$ cat src/rtl/uart_tx_fifo.sv
// uart_tx_fifo: UART transmitter fed by a small byte FIFO.
//
// Sends 8N1 frames on TX, LSB first, and holds each bit for DB clock cycles.
// Queued bytes go out back-to-back with no idle gap between frames.
// DB is sampled only when a frame is loaded, so changing it mid-frame
// affects the next frame only.
//
// Optional build macro:
//   UART_TX_PARITY_EN  when defined, frames are 8E1 (11 bits). An even-parity
//                      bit goes between d7 and the stop bit.
//
// Ports:
//   clk      system clock
//   rst_n    asynchronous active-low reset
//   trmt     push request; tx_data is queued when trmt=1 and full=0
//   tx_data  byte to queue
//   DB       baud divisor in clk cycles per bit (16..8191)
//   TX       serial line, idles high, registered
//   tx_done  one-cycle pulse after a frame's stop bit completes
//   busy     high while a frame is on the line
//   full     FIFO holds DEPTH entries
//   empty    FIFO holds 0 entries
module uart_tx_fifo #(
  parameter int unsigned DEPTH = 4
) (
  input  logic        clk,
  input  logic        rst_n,
  input  logic        trmt,
  input  logic [7:0]  tx_data,
  input  logic [12:0] DB,
  output logic        TX,
  output logic        tx_done,
  output logic        busy,
  output logic        full,
  output logic        empty
);

  localparam int unsigned PTR_W = $clog2(DEPTH);

`ifdef UART_TX_PARITY_EN
  localparam int unsigned FrameBits = 11;
`else
  localparam int unsigned FrameBits = 10;
`endif

  localparam logic [0:0]     IDLE    = 1'b0;
  localparam logic [0:0]     XMIT    = 1'b1;
  localparam logic [PTR_W:0] FullCnt = (PTR_W+1)'(DEPTH);
  localparam logic [3:0]     LastBit = 4'(FrameBits - 1);

  logic [7:0]           mem_q [DEPTH];
  logic [PTR_W-1:0]     wr_ptr_q, rd_ptr_q;
  logic [PTR_W:0]       count_q, count_d;
  logic [0:0]           state_q, state_d;
  logic [FrameBits-1:0] shift_q, shift_d;
  logic [12:0]          db_q, db_d;
  logic [12:0]          baud_cnt_q, baud_cnt_d;
  logic [3:0]           bit_cnt_q, bit_cnt_d;
  logic                 tx_done_q, tx_done_d;

  logic                 push, pop, baud_tick, frame_end;
  logic [7:0]           head;
  logic [FrameBits-1:0] frame;

  assign full  = (count_q == FullCnt);
  assign empty = (count_q == '0);
  // Uses the registered full flag, so a push while full is dropped even if
  // a pop frees a slot in the same cycle.
  assign push  = trmt & ~full;
  assign head  = mem_q[rd_ptr_q];

  assign baud_tick = (baud_cnt_q == db_q - 13'd1);
  // Last cycle of the stop (or final) bit.
  assign frame_end = (state_q == XMIT) & baud_tick & (bit_cnt_q == LastBit);
  assign pop       = ~empty & ((state_q == IDLE) | frame_end);

`ifdef UART_TX_PARITY_EN
  assign frame = {1'b1, ^head, head, 1'b0};
`else
  assign frame = {1'b1, head, 1'b0};
`endif

  assign TX      = shift_q[0];
  assign tx_done = tx_done_q;
  assign busy    = (state_q == XMIT);

  // FIFO storage; contents need no reset since count gates every read.
  always_ff @(posedge clk) begin
    if (push) begin
      mem_q[wr_ptr_q] <= tx_data;
    end
  end

  always_comb begin
    count_d = count_q;
    case ({push, pop})
      2'b10:   count_d = count_q + (PTR_W+1)'(1);
      2'b01:   count_d = count_q - (PTR_W+1)'(1);
      default: count_d = count_q;
    endcase
  end

  always_ff @(posedge clk or negedge rst_n) begin
    if (!rst_n) begin
      wr_ptr_q <= '0;
      rd_ptr_q <= '0;
      count_q  <= '0;
    end else begin
      if (push) wr_ptr_q <= wr_ptr_q + PTR_W'(1);
      if (pop)  rd_ptr_q <= rd_ptr_q + PTR_W'(1);
      count_q <= count_d;
    end
  end

  always_comb begin
    state_d    = state_q;
    shift_d    = shift_q;
    db_d       = db_q;
    baud_cnt_d = baud_cnt_q;
    bit_cnt_d  = bit_cnt_q;
    tx_done_d  = 1'b0;
    case (state_q)
      IDLE: begin
        if (pop) begin
          state_d    = XMIT;
          shift_d    = frame;
          db_d       = DB;
          baud_cnt_d = '0;
          bit_cnt_d  = '0;
        end
      end
      XMIT: begin
        if (baud_tick) begin
          // Shift in ones so the line idles high once the frame is out.
          shift_d    = {1'b1, shift_q[FrameBits-1:1]};
          baud_cnt_d = '0;
          bit_cnt_d  = bit_cnt_q + 4'd1;
        end else begin
          baud_cnt_d = baud_cnt_q + 13'd1;
        end
        if (frame_end) begin
          tx_done_d = 1'b1;
          if (pop) begin
            // Reload on the same edge: the next start bit follows with no gap.
            shift_d    = frame;
            db_d       = DB;
            baud_cnt_d = '0;
            bit_cnt_d  = '0;
          end else begin
            state_d = IDLE;
          end
        end
      end
      default: state_d = IDLE;
    endcase
  end

  always_ff @(posedge clk or negedge rst_n) begin
    if (!rst_n) begin
      state_q    <= IDLE;
      shift_q    <= '1;
      db_q       <= 13'd16;
      baud_cnt_q <= '0;
      bit_cnt_q  <= '0;
      tx_done_q  <= 1'b0;
    end else begin
      state_q    <= state_d;
      shift_q    <= shift_d;
      db_q       <= db_d;
      baud_cnt_q <= baud_cnt_d;
      bit_cnt_q  <= bit_cnt_d;
      tx_done_q  <= tx_done_d;
    end
  end

endmodule

$ cat config.mk
export PLATFORM = sky130hd
export DESIGN_NAME = uart_tx_fifo
export DESIGN_NICKNAME = d
export VERILOG_FILES = /design/src/rtl/uart_tx_fifo.sv
export SDC_FILE = /design/constraint.sdc
export NUM_CORES = 1
export LEC_CHECK = 0
export CAP_MARGIN = 20
export CORE_UTILIZATION = 40
export CTS_BUF_LIST = sky130_fd_sc_hd__clkbuf_8 sky130_fd_sc_hd__clkbuf_16
export CTS_CLUSTER_SIZE = 8
export DETAILED_ROUTE_END_ITERATION = 6
export SLEW_MARGIN = 10
export SYNTH_ARGS = -nofsm -noshare
export SYNTH_HDL_FRONTEND = slang
export SYNTH_SLANG_ARGS = --single-unit
$ cat constraint.sdc
create_clock -name clk -period 3.7 [get_ports clk]
set_input_delay 0.555 -clock clk [delete_from_list [all_inputs] [get_ports clk]]
set_output_delay 0.555 -clock clk [all_outputs]
set_load 0.01 [all_outputs]
# After elaboration in Yosys (flattened, before gate mapping)
# Memory sizes are Yosys's and may differ from the RTL's.
# Index checks and enable logic that the tools add are counted.
[op_classes] n_eq_ne=7 reduce_logical=2 n_addsub=7 bitwise=8 mux=26
[op_table] cell="$mux 13" n=6
[op_table] cell="$pmux 13 s2" n=2
[op_table] cell="$mux 10" n=4
[op_table] cell="$pmux 10 s2" n=1
[op_table] cell="$mux 4" n=4
[op_table] cell="$add 13x1->13 const B" n=1
[op_table] cell="$eq 13x13->1" n=1
[op_table] cell="$sub 13x1->13 const B" n=1
[op_table] cell="$pmux 4 s2" n=1
[op_table] cell="$mux 1" n=6
[op_table] cell="$pmux 3 s2" n=1
[op_table] cell="$add 2x1->2 const B" n=2
[op_table] cell="$add 4x1->4 const B" n=1
[op_table] cell="$and 1x1->1" n=4
[op_table] cell="$eq 4x4->1 const B" n=1
[op_table] cell="$add 3x1->3 const B" n=1
[op_table] cell="$eq 3x3->1 const B" n=1
[op_table] cell="$logic_not 3->1" n=1
[op_table] cell="$not 1->1" n=3
[op_table] cell="$sub 3x1->3 const B" n=1
[op_table] cell="$eq 2x1->1 const B" n=1
[op_table] cell="$eq 2x2->1 const B" n=1
[op_table] cell="$ne 2x1->1 const B" n=1
[op_table] cell="$ne 2x2->1 const B" n=1
[op_table] cell="other kinds (3)" n=3
[word_totals] mem_count=1 out_inout_bits=5 inputBits=24 mem_bits_rw=32 ff_bits=49
[mem_list] memory="mem_q" words=4 width=8 rd=1 rd_clocked_by_memory_dff=0 write_ports=1 line="51" text="logic [7:0] mem_q [DEPTH];"

# Logic depth before layout (Yosys ltp)
# Gate-level depths: netlist (run 1).
[depth] word_depth=9 ltp_mapped=16 depth_no_buf=15

# Worst setup path before layout (run 1)
# OpenSTA, ideal clock, no wires.
[synth_timing] kind="flip-flop to flip-flop" from="reg db_q[2]" to="reg count_q[1]" slack_ns=-0.071 n_path_buf=3 synth_period_minus_slack_ns=3.771 t_arrival_ns=3.689 required_ns=3.617 setup_time_ns=0.083 stages_incl_launch_ff=15 cell_sequence="dfrtp_1 buf_6 or4_1 buf_2 or4_4 mux2i_1 a211oi_1 nor4_4 a21oi_2 buf_2 inv_1 ha_1 inv_1 fa_1 o21ai_0"
[synth_between] elab_chain_len=8 elab_cells_between_ends=10
[synth_rtl] element="start, declared" line="56" text="logic [12:0] db_q, db_d;"
[synth_rtl] element="start signal, assigned" line="162" text="db_q <= 13'd16;"
[synth_rtl] element="start signal, assigned" line="169" text="db_q <= db_d;"
[synth_rtl] element="$sub 13x1->13 (*)" line="72" text="assign baud_tick = (baud_cnt_q == db_q - 13'd1);"
[synth_rtl] element="$eq 13x13->1 (*)" line="72"
[synth_rtl] element="$and 1x1->1 (*) (2 in a row)" line="74" text="assign frame_end = (state_q == XMIT) & baud_tick & (bit_cnt_q == LastBit);"
[synth_rtl] element="$or 1x1->1 (*)" line="75" text="assign pop = ~empty & ((state_q == IDLE) | frame_end);"
[synth_rtl] element="$and 1x1->1 (*)" line="75"
[synth_rtl] element="named net pop" line="61" text="logic push, pop, baud_tick, frame_end;"
[synth_rtl] element="$eq 2x1->1 / $eq 2x2->1 (equally long branches)" line="96" text="case ({push, pop})"
[synth_rtl] element="$pmux 3 s2 / $reduce_bool 2->1 (equally long branches)"
[synth_rtl] element="end signal, assigned" line="111" text="count_q <= count_d;"
[synth_rtl] element="end, declared" line="53" text="logic [PTR_W:0] count_q, count_d;"
# Mark *: on every way through the listed nets, which the timed path passes. The rest lies on a longest branch.
# A chain may end at the register's enable or synchronous reset.

# Worst setup path in the final report (run 1)
[layout_timing] from="reg db_q[0]" to="reg count_q[2]"
# Same word-level chain as after synthesis.

==> impl_metrics.py, run 1 <==
metrics = {
    "cts": {
        "cts_sinks": 81,
        "tritoncts": "yes",
        "clock-root-buffer": "clkbuf_8",
        "cts_setup_buffers": 0,
        "cts_buffer_depth": 2,
        "htreeDepth": 3,
        "insertion_delay_ps": 370,
        "numCtsBuffers": 9,
        "clk_pin_slew_worst_paths_ps": 100,
    },
    "worst_setup_path": {
        "critical_path_class": "flip-flop to flip-flop",
        "cp_slowest_stage_delay_ps": 550,
        "cpLargestDelayFamily": "simple AND/OR/NAND/NOR gates",
        "endpoint_kind": "flip-flop",
        "critPathLaunch": "db_q[0]",
        "reg2reg_from": "db_q[0]",
        "crit_fanout": 7,
        "cp.required_ps": 4000,
        "cp.arrival_ps": 3770,
        "cp_num_buf_inv": 2,
        "slowest_stage": "or4_4",
        "crit_chain": "or4_4 -> or4_4 -> mux2i_2 -> a211oi_2 -> nor4_4 -> a21oi_2 -> inv_1 -> ha_1 -> inv_1 -> fa_1 -> xor2_1 -> nor2_1 -> xor2_1",
        "start_kind": "flip-flop",
    },
    "drt": {
        "finalWirelength_mm": 8.34,
        "wl_per_cell_um": 15.7,
        "via_per_inst": 5.24,
        "drtIter0Drc": 135,
        "drc": 0,
        "dr.pass1.iters": 4,
        "final_antenna_net_count": 0,
        "vias": 2793,
    },
    "finish": {
        "final_nets": 426,
        "antenna_cells": 0,
        "drive_gt1_share_pct": 20.4,
        "fin_cells": 533,
        "areaGrowthSynthToFinish_pct": 15.2,
    },
    "die": {
        "die_area_um2": 11100,
        "die_w_um": 105,
        "die_height_um": 105,
        "start_util_pct": 41.3,
        "design.core.area_um2": 10300,
        "io_pins": 29,
        "core.rowCount": 37,
    },
    "status": {
        "status": "finished clean",
    },
    "logic_synthesis": {
        "synth_edf_count": 32,
        "syn_nets": 398,
        "yosysTopAreaCell": "edfxtp_1",
        "synth-seq-area-share_pct": 51.7,
        "synth_seq_cells": 81,
        "synth_top_area_share_pct": 22.6,
        "synth-main-ff-cell": "dfrtp_1",
        "yosys_warnings": 0,
        "synth_area_um2": 4260,
        "yosys-top-cells-count": "dfrtp_1 (38), nand2_1 (34), edfxtp_1 (32)",
        "async_reset_ff_share_pct": 60.5,
        "ys_top_cells_by_area": "edfxtp_1 (23%), dfrtp_1 (22%), dfstp_2 (6.8%), mux2_2 (5.0%), mux4_2 (4.2%)",
        "yosysUniqueCellTypes": 59,
        "syn_area_per_cell_um2": 11.7,
        "yosysMostFrequentCell": "dfrtp_1",
        "synthCells": 364,
    },
    "timing": {
        "fin_crit_ps": 3470,
        "rsz0062_at_grt": "false",
        "post-route-period-util_pct": 93.8,
        "tightestPinTransition_ps": 761,
        "maxSlewHeadroom_pct": 49.3,
        "finalSetupTns_ps": 0,
        "drv_slew": 0,
        "setup_viol": 0,
        "fmax_ghz": 0.288,
        "skew_ps": 13.1,
        "finalHoldViolations": 0,
    },
    "placed_design": {
        "portBuffers": 28,
        "dpl.hpwl_mm": 5.72,
        "gp_congestion": 0.871,
        "dp.cells": 517,
    },
    "global_routing": {
        "grt_usage_pct": 16.6,
        "grt_max_degree": 34,
        "antenna_found_initial": 0,
        "grt_pass1_vias": 2775,
        "grt_pass1_wl_mm": 14.1,
        "grt.overflow.total": 0,
    },
    "flow_run": {
        "max_cap_viol_count": 0,
    },
    "min_path": {
        "hold_class": "input pin to asynchronous set/reset pin",
    },
    "pwr": {
        "cellLeakagePower_nw": 1.91,
        "ir_drop_mv": 0.236,
        "pwr_density_cell_nw_per_um2": 517,
    },
}
==> layout make-up <==
class | instances | area [µm²]
multi-input combinational | 249 | 1950
inverter | 14 | 52.6
sequential | 81 | 2200
fill | 967 | 5420
timing repair buffer | 37 | 343
clock buffer | 9 | 124
tap | 136 | 170
clock inverter | 7 | 60.1
==> final timing paths <==
check | slack (ps) | to | depth (start not counted)
worst max register to register | 230 | count_q[2] | 13
worst min register to register | 510 | count_q[2] | 1
min in group clk | 510 | count_q[2] | 1
worst min-delay path | 240 | baud_cnt_q[1] | 1
worst max-delay path | 230 | count_q[2] | 13
max in group asynchronous | 2670 | db_q[4] | 2
==> kinds of logic after synthesis <==
logic type	share of synthesized area [%]
buffers and inverters	3.52
DFF	51.7
and+or+nand+nor	14.6
xor gates and xnor gates	4.93
muxes	13.3
adders and majority gates	3.11
AOI/OAI and AO/OA	8.87
==> sequential cells by signal, indices dropped and copies added (netlist names) <==
signal / flops
mem_q: 32
shift_q: 10
baud_cnt_q: 13
busy: 1
db_q: 13
wr_ptr_q: 2
tx_done: 1
count_q: 3
bit_cnt_q: 4
rd_ptr_q: 2
==> layout by cell type, fill, tap and decap left out, types with 3 or more instances in the layout <==
cell type / count
dfrtp_1: 37
nand2_1: 34
edfxtp_1: 32
clkdlybuf4s50_1: 27
mux2_2: 19
xnor2_1: 18
o21ai_0: 17
and3_1: 16
nor2_1: 15
inv_1: 14
mux2i_1: 12
a21oi_1: 12
dfstp_2: 11
nand3_1: 10
clkbuf_8: 9
buf_4: 9
mux4_2: 8
ha_1: 8
nor2b_1: 7
xor2_1: 6
nor3_1: 5
nand2b_1: 4
o22ai_1: 4
and2_1: 4
a22o_1: 4
nor4_1: 3
mux2_1: 3
==> layer usage <==
metal	part of all wire [%]	global-route usage, %
met3	3.0	3.18
met4	2.0	8.15
met1	49	23.0
met5	0	0
met2	46	24.8
==> what timing repair did <==
item | CTS | global route
hold buffers | 0 | 0
endpoints found under the setup margin | 0 | 2
resized for setup | 0 | 11
==> report_power, final <==
| group | internal [mW] | switching, mW |
|---|---|---|
| clock | 0.257 | 0.370 |
| combinational | 0.316 | 0.323 |
| sequential | 1.12 | 0.149 |
| total | 1.70 | 0.841 |
==> through the flow <==
stage / hold slack (ps) / power [mW] / worst slack, ps / cell area (µm²) / util (%)
after floorplan: 259 / 1.71 / 37.4 / 4270 / -
after global placement: 477 / 1.90 / 217 / 4680 / 45.3
after detailed placement: 493 / 1.92 / 100 / 4680 / 45.3
after CTS: 274 / 2.55 / 78.6 / 4860 / 47.1
after global routing: 298 / 2.68 / 8.80 / 4910 / 47.5
final: 243 / 2.54 / 228 / 4910 / 47.5
(Power assumes the default switching activity.)
==> run 2, diff against run 1 <==
--- a/config.mk
+++ b/config.mk
@@ -6,10 +6,11 @@
 export NUM_CORES = 1
 export LEC_CHECK = 0
 export CAP_MARGIN = 20
-export CORE_UTILIZATION = 40
+export CORE_UTILIZATION = 45
 export CTS_BUF_LIST = sky130_fd_sc_hd__clkbuf_8 sky130_fd_sc_hd__clkbuf_16
 export CTS_CLUSTER_SIZE = 8
 export DETAILED_ROUTE_END_ITERATION = 6
+export PLACE_DENSITY = 0.72
 export SLEW_MARGIN = 10
 export SYNTH_ARGS = -nofsm -noshare
 export SYNTH_HDL_FRONTEND = slang
==> run 2 against run 1 <==
Effect of this change: first-iteration DRC count increased by 11%; highest routed layer unchanged; sequential cell count unchanged; final area decreased by 0.97%; die area decreased by 11%; global-route usage increased by 1.2 points; sequential power about the same; clock power increased by 6.4%.
==> impl_metrics.py, run 2 (synthesis gave the netlist of run 1 again) <==
metrics = {
    "drt": {
        "drtIter0Drc": 150,
        "dr.pass1.iters": 4,
        "finalWirelength_mm": 8.11,
        "wl_per_cell_um": 16.0,
        "via_per_inst": 5.58,
        "final_antenna_net_count": 0,
        "vias": 2828,
        "drc": 0,
    },
    "worst_setup_path": {
        "cp.required_ps": 3980,
        "critical_path_class": "flip-flop to flip-flop",
        "cp.arrival_ps": 3720,
        "worst-r2r-setup-slack_ps": 260,
        "regToRegEndpoint": "count_q[1]",
        "endpoint_kind": "flip-flop",
        "reg2reg_from": "db_q[0]",
        "ff2ff_path_depth": 13,
        "crit_fanout": 7,
        "start_kind": "flip-flop",
    },
    "timing": {
        "holdWs_ps": 173,
        "fmax_ghz": 0.291,
        "tightestPinTransition_ps": 684,
        "maxSlewHeadroom_pct": 54.4,
        "fin_crit_ps": 3440,
        "setup_ws_ps": 261,
        "rsz0062_at_grt": "false",
        "skew_ps": 15.4,
        "drv_slew": 0,
        "finalSetupTns_ps": 0,
        "setup_viol": 0,
        "finalHoldViolations": 0,
        "post-route-period-util_pct": 92.9,
    },
    "global_routing": {
        "grt_usage_pct": 17.8,
        "top_usage_layer": "met2",
        "gr-usage-met3_pct": 3.16,
        "antenna_found_initial": 0,
        "met1_usage_pct": 24.6,
        "grt_pass1_vias": 2778,
        "grt_pass1_wl_mm": 13.6,
        "grt.overflow.total": 0,
        "use_met2_pct": 27.4,
        "grt_max_degree": 26,
    },
    "placed_design": {
        "placed_area_um2": 4640,
        "portBuffers": 28,
        "dpl.hpwl_mm": 5.64,
        "dp.cells": 491,
        "pre_cts_ws_ps": 33.0,
        "gp_congestion": 0.855,
    },
    "pwr": {
        "pwr_density_cell_nw_per_um2": 526,
        "ir_drop_mv": 0.278,
        "cellLeakagePower_nw": 1.93,
    },
    "die": {
        "die_area_um2": 9860,
        "die_w_um": 99.3,
        "start_util_pct": 46.3,
        "core.rowCount": 35,
        "io_pins": 29,
        "design.core.area_um2": 9200,
        "die_height_um": 99.3,
    },
    "cts": {
        "htreeDepth": 3,
        "cts_sinks": 81,
        "numCtsBuffers": 9,
        "insertion_delay_ps": 360,
        "clk_pin_slew_worst_paths_ps": 100,
        "tritoncts": "yes",
        "cts_hold_buf": 0,
        "cts_buffer_depth": 2,
        "clock-root-buffer": "clkbuf_8",
        "cts_setup_buffers": 0,
    },
    "min_path": {
        "hold_class": "input pin to asynchronous set/reset pin",
    },
    "finish": {
        "areaGrowthSynthToFinish_pct": 14.0,
        "largest_register_ff_count": 32,
        "layout.cells.most_common": "dfrtp_1",
        "design_area_um2": 4860,
        "final_cell_mix": "dfrtp_1 (38), nand2_1 (34), edfxtp_1 (32)",
        "max_flop_register": "mem_q",
        "reg.largest.list": "mem_q (32), baud_cnt_q (13), db_q (13)",
        "final_nets": 425,
        "fin_cells": 507,
        "drive_gt1_share_pct": 18.9,
        "antenna_cells": 0,
    },
    "flow_run": {
        "max_cap_viol_count": 0,
    },
    "status": {
        "status": "finished clean",
    },
}
[run 2: changes by cell type in the layout (fill, tap and decap cells not counted), sizes merged]
| cell | before | now |
|---|---|---|
| clkinvlp | 1 | 0 |
| clkinv | 2 | 3 |
| buf | 10 | 9 |
[run 2: power by group]
| group | internal, mW | total, mW | leakage [nW] | switching (mW) |
|---|---|---|---|---|
| registers | 1.12 | 1.27 | 0.878 | 0.145 |
| clock network | 0.273 | 0.666 | 0.105 | 0.393 |
| logic | 0.306 | 0.623 | 0.946 | 0.317 |
| total | 1.70 | 2.56 | 1.93 | 0.855 |
[run 2: final cells by class]
| cell class | instances | area (µm²) |
|---|---|---|
| Clock buffer | 9 | 124 |
| Clock inverter | 7 | 83.8 |
| Fill cell | 803 | 4340 |
| Inverter | 14 | 52.6 |
| Multi-Input combinational cell | 249 | 1920 |
| Sequential cell | 81 | 2200 |
| Tap cell | 111 | 139 |
| Timing Repair Buffer | 36 | 335 |
[run 2: metrics by stage]
step | utilization, % | power, mW
after global routing | 52.8 | 2.72
after detailed placement | 50.5 | 1.91
final | 52.8 | 2.56
after CTS | 52.7 | 2.58
after global placement | 50.5 | 1.88
after floorplan | - | 1.71
[run 2: worst max-delay path by stage]
stage                 start          to  slack [ps]  cells after the start
finish              db_q[0]  count_q[1]         260                     13
detailed placement  db_q[0]  count_q[1]          30                     13
global placement    db_q[0]  count_q[2]         220                     15
CTS                 db_q[0]  count_q[1]          50                     13
global route        db_q[0]  count_q[2]          40                     15
floorplan           db_q[0]  count_q[1]          40                     14
[run 2: per-layer routing]
layer / share of wire [%] / wire, µm / up-vias
met5: 0 / 0 / -
met4: 1.9 / 158 / 0
met3: 2.5 / 202 / 12
met2: 48 / 3880 / 40
met1: 48 / 3870 / 1396
li1: - / - / 1380
[run 2: what timing repair did]
action                                  CTS  global route
gates resized for setup                   0             3
endpoints found under the setup margin    0             2
endpoints found under the hold margin     0             0
[run 2: worst max-delay path, stage by stage, from the launching register on]
cell	delay [ps]
dfrtp_1	450
inv_1	90
ha_1	270
or3b_2	530
xnor2_1	180
o22ai_1	110
o311ai_1	560
nor4_4	70
a21oi_2	180
inv_1	60
ha_1	200
inv_1	80
fa_1	410
o21ai_0	170
